### src/rtl/add_pkg.sv
// Shared types and default widths for the
// pipelined adder/accumulator.
package add_pkg;

  typedef enum logic {
    ADD_M = 1'b0,
    ACC_M = 1'b1
  } add_mode_t;

  localparam int DEF_WIDTH = 4;
  localparam int DEF_ACC_W = 8;

endpackage

### src/rtl/add_acc_if.sv
// Producer/consumer handshake bundle for
// the adder/accumulator.
interface add_acc_if
  import add_pkg::*;
#(
  parameter int WIDTH = DEF_WIDTH,
  parameter int ACC_W = DEF_ACC_W
) (
  input logic clk,
  input logic rst_n
);

  logic             in_valid;
  logic             in_ready;
  add_mode_t        mode;
  logic             clr;
  logic [WIDTH-1:0] a;
  logic [WIDTH-1:0] b;
  logic             out_valid;
  logic             out_ready;
  logic [ACC_W-1:0] sum;
  logic             ovf;

  modport dut (
    input  in_valid, mode, clr, a, b,
    input  out_ready,
    output in_ready, out_valid, sum, ovf
  );

  modport drv (
    input  clk, rst_n,
    output in_valid, mode, clr, a, b,
    output out_ready,
    input  in_ready, out_valid, sum, ovf
  );

  modport mon (
    input clk, rst_n,
    input in_valid, mode, clr, a, b,
    input out_ready,
    input in_ready, out_valid, sum, ovf
  );

endinterface

### src/rtl/add_acc_core.sv
// Combinational next-state for one accepted
// ADD or ACC operation.
module add_acc_core
  import add_pkg::*;
#(
  parameter int WIDTH = DEF_WIDTH,
  parameter int ACC_W = DEF_ACC_W
) (
  input  add_mode_t        mode,
  input  logic             clr,
  input  logic [WIDTH-1:0] a,
  input  logic [WIDTH-1:0] b,
  input  logic [ACC_W-1:0] acc,
  input  logic             ovf,
  output logic [ACC_W-1:0] next_sum,
  output logic [ACC_W-1:0] next_acc,
  output logic             next_ovf
);

  logic [WIDTH:0]   add_s;
  logic [ACC_W-1:0] base;
  logic             ovf_base;
  logic [ACC_W:0]   acc_s;

  // ADD is sized one bit wider than the operands so it never wraps
  assign add_s    = (WIDTH+1)'(a) + (WIDTH+1)'(b);
  assign base     = clr ? '0 : acc;
  assign ovf_base = clr ? 1'b0 : ovf;
  assign acc_s    = (ACC_W+1)'(base) + (ACC_W+1)'(a);

  always_comb begin
    next_sum = ACC_W'(add_s);
    next_acc = base;
    next_ovf = ovf_base;
    unique case (mode)
      ACC_M: begin
        next_sum = acc_s[ACC_W-1:0];
        next_acc = acc_s[ACC_W-1:0];
        next_ovf = ovf_base | acc_s[ACC_W];
      end
      ADD_M: begin
        next_sum = ACC_W'(add_s);
      end
      default: begin
        next_sum = ACC_W'(add_s);
      end
    endcase
  end

endmodule

### src/rtl/add_acc_pipe.sv
// Registered adder/accumulator with a single
// output register and valid/ready on both sides.
module add_acc_pipe
  import add_pkg::*;
#(
  parameter int WIDTH = DEF_WIDTH,
  parameter int ACC_W = DEF_ACC_W
) (
  input logic    clk,
  input logic    rst_n,
  add_acc_if.dut bus
);

  if (ACC_W < WIDTH + 1) begin : g_bad_w
    $fatal(1, "add_acc_pipe: ACC_W must be >= WIDTH+1");
  end

  logic [ACC_W-1:0] acc;
  logic [ACC_W-1:0] sum_q;
  logic             ovf_q;
  logic             vld_q;
  logic [ACC_W-1:0] next_sum;
  logic [ACC_W-1:0] next_acc;
  logic             next_ovf;
  logic             accept;

  add_acc_core #(
    .WIDTH (WIDTH),
    .ACC_W (ACC_W)
  ) u_core (
    .mode     (bus.mode),
    .clr      (bus.clr),
    .a        (bus.a),
    .b        (bus.b),
    .acc      (acc),
    .ovf      (ovf_q),
    .next_sum (next_sum),
    .next_acc (next_acc),
    .next_ovf (next_ovf)
  );

  assign bus.in_ready  = !vld_q || bus.out_ready;
  assign accept        = bus.in_valid && bus.in_ready;
  assign bus.out_valid = vld_q;
  assign bus.sum       = sum_q;
  assign bus.ovf       = ovf_q;

  always_ff @(posedge clk or negedge rst_n) begin
    if (!rst_n) begin
      acc   <= '0;
      sum_q <= '0;
      ovf_q <= 1'b0;
      vld_q <= 1'b0;
    end else if (accept) begin
      acc   <= next_acc;
      sum_q <= next_sum;
      ovf_q <= next_ovf;
      vld_q <= 1'b1;
    end else if (bus.out_ready) begin
      vld_q <= 1'b0;
    end
  end

endmodule

### src/flat_wrapper.sv
// flat-port wrapper written by rule: the top's interface ports become plain ports
module add_acc_pipe_flat import add_pkg::*;
#(
  parameter int WIDTH = DEF_WIDTH,
  parameter int ACC_W = DEF_ACC_W
)
  (clk, rst_n, bus_in_valid, bus_mode, bus_clr, bus_a, bus_b, bus_out_ready, bus_in_ready, bus_out_valid, bus_sum, bus_ovf);
  add_acc_if #(.WIDTH(WIDTH), .ACC_W(ACC_W)) bus_i (.clk(clk), .rst_n(rst_n));
  input logic clk;
  input logic rst_n;
  input wire logic [$bits(bus_i.in_valid)-1:0] bus_in_valid;
  input wire logic [$bits(bus_i.mode)-1:0] bus_mode;
  input wire logic [$bits(bus_i.clr)-1:0] bus_clr;
  input wire logic [$bits(bus_i.a)-1:0] bus_a;
  input wire logic [$bits(bus_i.b)-1:0] bus_b;
  input wire logic [$bits(bus_i.out_ready)-1:0] bus_out_ready;
  output wire logic [$bits(bus_i.in_ready)-1:0] bus_in_ready;
  output wire logic [$bits(bus_i.out_valid)-1:0] bus_out_valid;
  output wire logic [$bits(bus_i.sum)-1:0] bus_sum;
  output wire logic [$bits(bus_i.ovf)-1:0] bus_ovf;
  assign bus_i.in_valid = bus_in_valid;
  assign bus_i.mode = bus_mode;
  assign bus_i.clr = bus_clr;
  assign bus_i.a = bus_a;
  assign bus_i.b = bus_b;
  assign bus_i.out_ready = bus_out_ready;
  assign bus_in_ready = bus_i.in_ready;
  assign bus_out_valid = bus_i.out_valid;
  assign bus_sum = bus_i.sum;
  assign bus_ovf = bus_i.ovf;
  add_acc_pipe #(.WIDTH(WIDTH), .ACC_W(ACC_W)) u_core (.clk(clk), .rst_n(rst_n), .bus(bus_i));
endmodule
### config.mk
export PLATFORM = sky130hd
export DESIGN_NAME = add_acc_pipe_flat
export DESIGN_NICKNAME = d
export VERILOG_FILES = /design/src/rtl/add_pkg.sv /design/src/rtl/add_acc_if.sv /design/src/rtl/add_acc_core.sv /design/src/rtl/add_acc_pipe.sv /design/src/flat_wrapper.sv
export SDC_FILE = /design/constraint.sdc
export NUM_CORES = 1
export LEC_CHECK = 0
export BUFFER_PORTS_ARGS = -buffer_cell sky130_fd_sc_hd__buf_2
export CELL_PAD_IN_SITES_DETAIL_PLACEMENT = 1
export CELL_PAD_IN_SITES_GLOBAL_PLACEMENT = 2
export CORE_MARGIN = 5
export CORE_UTILIZATION = 25
export CTS_CLUSTER_DIAMETER = 30
export DETAILED_ROUTE_END_ITERATION = 6
export PLACE_DENSITY_LB_ADDON = 0.1
export SKIP_LAST_GASP = 1
export SLEW_MARGIN = 30
export SYNTH_ARGS = -nofsm -noshare
export SYNTH_HDL_FRONTEND = slang
export SYNTH_SLANG_ARGS = --single-unit
### constraint.sdc
create_clock -name clk -period 2.2 [get_ports clk]
set_input_delay 0.44 -clock clk [delete_from_list [all_inputs] [get_ports clk]]
set_output_delay 0.44 -clock clk [all_outputs]
set_load 0.01 [all_outputs]
==> results.tsv <==
stage	metric	value	unit
place	numPortBuffers	24	
drt	drcViolationCount	0	
floorplan	rows	25	
worst_setup_path	r2r_end	u_core.bus.sum[7]	
logic_synthesis	synthFlopType	dfrtp_1	
sta	fin_crit	1973	ps
floorplan	core	0.004692	mm^2
cts	htreeDepth	1	
floorplan	initial_core_util	0.2549	
final_layout	final_cell_mix	buf_2 (24), nand2_1 (20), dfrtp_1 (18)	
cts	cts_root_buf	clkbuf_8	
place	hpwl	2732	um
status	outcome	complete, no violations	
sta	relSlewSlack	0.6348	
worst_setup_path	setup.worst_path.end	u_core.bus.sum[7]	
final_layout	nets	183	
sta	rsz0062_at_grt	no	
sta	hold_ws	116.7	ps
floorplan	dieArea	0.006268	mm^2
sta	timing.final.max_slew_violations	0	
worst_setup_path	required	2360	ps
logic_synthesis	avgSynthCellArea	9.201	um^2
worst_setup_path	setup.worst_path.end_class	flip-flop	
drt	wl_per_cell	16.80	um
sta	tightest_slew	545.4	ps
logic_synthesis	ys_seq_elements	18	
cts	cts_buffer_depth	2	
drt	vias_per_cell	5.099	
final_layout	num_antenna_cells	0	
drt	wl	3562	um
floorplan	dieHeight	79.17	um
sta	setup_violations	0	
global_routing	grt_max_degree	19	
cts	cts_sinks	18	
floorplan	io_pins	25	
worst_setup_path	reg2reg_depth	7	
worst_setup_path	cp-startpoint	u_core.acc[1]	
cts	post_cts_buffers	0	
worst_setup_path	arrival	2130	ps
pwr	p_per_area	665.3	mW/mm^2
pwr	p_leak	0.0007397	uW
logic_synthesis	synth_edf_count	0	
drt	firstDrtPassIters	4	
final_layout	finalInstanceArea	0.001454	mm^2
global_routing	antenna_found_initial	0	
final_layout	regArea	450.4	um^2
cts	insertion_delay	260	ps
pwr	irDropWorstVdd	0.2458	mV
worst_setup_path	ff2ff_setup_slack	230	ps
cts	ctsHoldBuffers	0	
place	gp_congestion	0.8254	
place	place_area	0.001399	mm^2
logic_synthesis	synth_cells	130	
cts	cts_made_buffers	3	
sta	finClkSkew	1.317	ps
logic_synthesis	syn-num-nets	154	
logic_synthesis	synth_area	0.001196	mm^2
sta	period_share	0.8969	
final_layout	area.growth.synth_to_final	21.55	%
global_routing	grt_overflow	0	
cts	postCtsResizedCells	0	
sta	hold_viol	0	
final_layout	num-fill-cells	577	
sta	fmax	506.8	MHz
final_layout	multi_input_area	685.7	um^2
logic_synthesis	ys_seq_area_frac	0.3766	
drt	num_vias	1081	
worst_setup_path	worstSetupPathType	reg -> reg	
worst_hold_path	hold_path.class	in -> async	
global_routing	grt_pass1_wl	6037	um
global_routing	grt_pass1_vias	1180	
logic_synthesis	yosys_warnings	0	
flow_run	maxCapViolations	0	
worst_setup_path	r2r-start	u_core.acc[1]	
cts	path_clk_slew	80	ps
worst_setup_path	path_max_fanout	8	
floorplan	die_w	79.17	um
drt	drtAntennaViolNets	0	
logic_synthesis	synth.distinct_cells	38	
drt	drt_iter0_markers	53	
final_layout	drive_above_1_share	0.2405	
global_routing	track_usage	0.1232	
logic_synthesis	ys_async_sr_fraction	1.000	
final_layout	final_common_cell	buf_2	
worst_setup_path	worstSetupStartpointType	flip-flop	
cts	cts_tree	done	
[registers in the layout, indices dropped and copies added (netlist names)]
register,cells
u_core.acc,8
u_core.bus.sum,8
u_core.bus.out_valid,1
u_core.bus.ovf,1
[per-stage QoR]
| stage | util | power, uW | TNS (ps) | instances | setup WS (ps) |
|---|---|---|---|---|---|
| floorplan | - | 583.5 | 0 | 130 | 260.4 |
| global placement | 0.2981 | 689.0 | 0 | 208 | 34.35 |
| detailed placement | 0.2981 | 690.4 | -4.331 | 208 | -4.331 |
| CTS | 0.3099 | 985.5 | 0 | 212 | 216.4 |
| global route | 0.3099 | 1037 | 0 | 212 | 118.6 |
| finish | 0.3099 | 967.3 | 0 | 212 | 226.8 |
[routing by layer]
metal / up-vias / routed length, um / track usage
li1: 524 / - / -
met1: 528 / 1755 / 0.1727
met2: 23 / 1561 / 0.1877
met3: 6 / 169 / 0.02494
met4: 0 / 76 / 0.04124
met5: - / 0 / 0
[where the power goes]
group / internal, uW / total, uW / leakage (uW) / switching [uW]
Combinational: 121 / 276 / 0.000479 / 155
Clock: 159 / 286 / 0.0000288 / 127
Sequential: 374 / 405 / 0.000232 / 31.6
Total: 654 / 967 / 0.000740 / 313
[layout make-up]
cell class              instances  share of cell area
repair buffers                 29              0.1084
multi-input cells              97              0.4716
inverters                      10             0.02582
well taps                      54             0.04647
flip-flops and latches         18              0.3098
clock buffers                   4             0.03787
[logic make-up (layout without fill, tap and decap cells)]
group           after synthesis  count (layout)  synth area share
xor+xnor                      3               3           0.02197
simple gates                 43              43            0.1747
compound gates               39              39            0.2416
buf+inv                      15              43           0.05020
flops                        18              18            0.3766
fa+ha+maj                    10              10            0.1172
mux                           2               2           0.01778
[cell usage after synthesis, types with 2 or more instances]
cell,number,area [um^2]
a211o_1,3,26.28
nor2_1,3,11.26
ha_1,8,100.1
o2111ai_1,2,17.52
xor2_1,2,17.52
buf_2,3,15.01
inv_1,9,33.78
a22o_1,3,26.28
nor3_1,2,10.01
a21o_1,3,22.52
dfrtp_1,18,450.4
o211ai_1,3,22.52
nand2_1,20,75.07
o21a_1,2,15.01
nor2b_1,8,50.05
a21oi_1,3,15.01
nand3_1,5,25.02
o31ai_1,4,30.03
fa_1,2,40.04
clkbuf_1,2,7.510
nand4b_1,2,17.52
o21ai_0,7,35.03
[critical path: stages, from the launching register on]
cell and delay [ps]:
dfrtp_1 390, nand2_1 110, inv_1 60, ha_1 260, a211o_1 350, a21o_1 270, a32o_1 290, a21o_1 150
[worst min path at each step]
stage / from / endpoint / slack [ps] / depth (start not counted)
after floorplan: rst_n / u_core.acc[0] / 140 / 0
after global placement: rst_n / u_core.bus.sum[3] / 430 / 1
after detailed placement: rst_n / u_core.bus.sum[3] / 420 / 1
after CTS: rst_n / u_core.bus.sum[3] / 130 / 1
after global routing: rst_n / u_core.bus.sum[3] / 160 / 1
final: rst_n / u_core.bus.sum[3] / 120 / 1
Power figures use the tool's default switching activity.
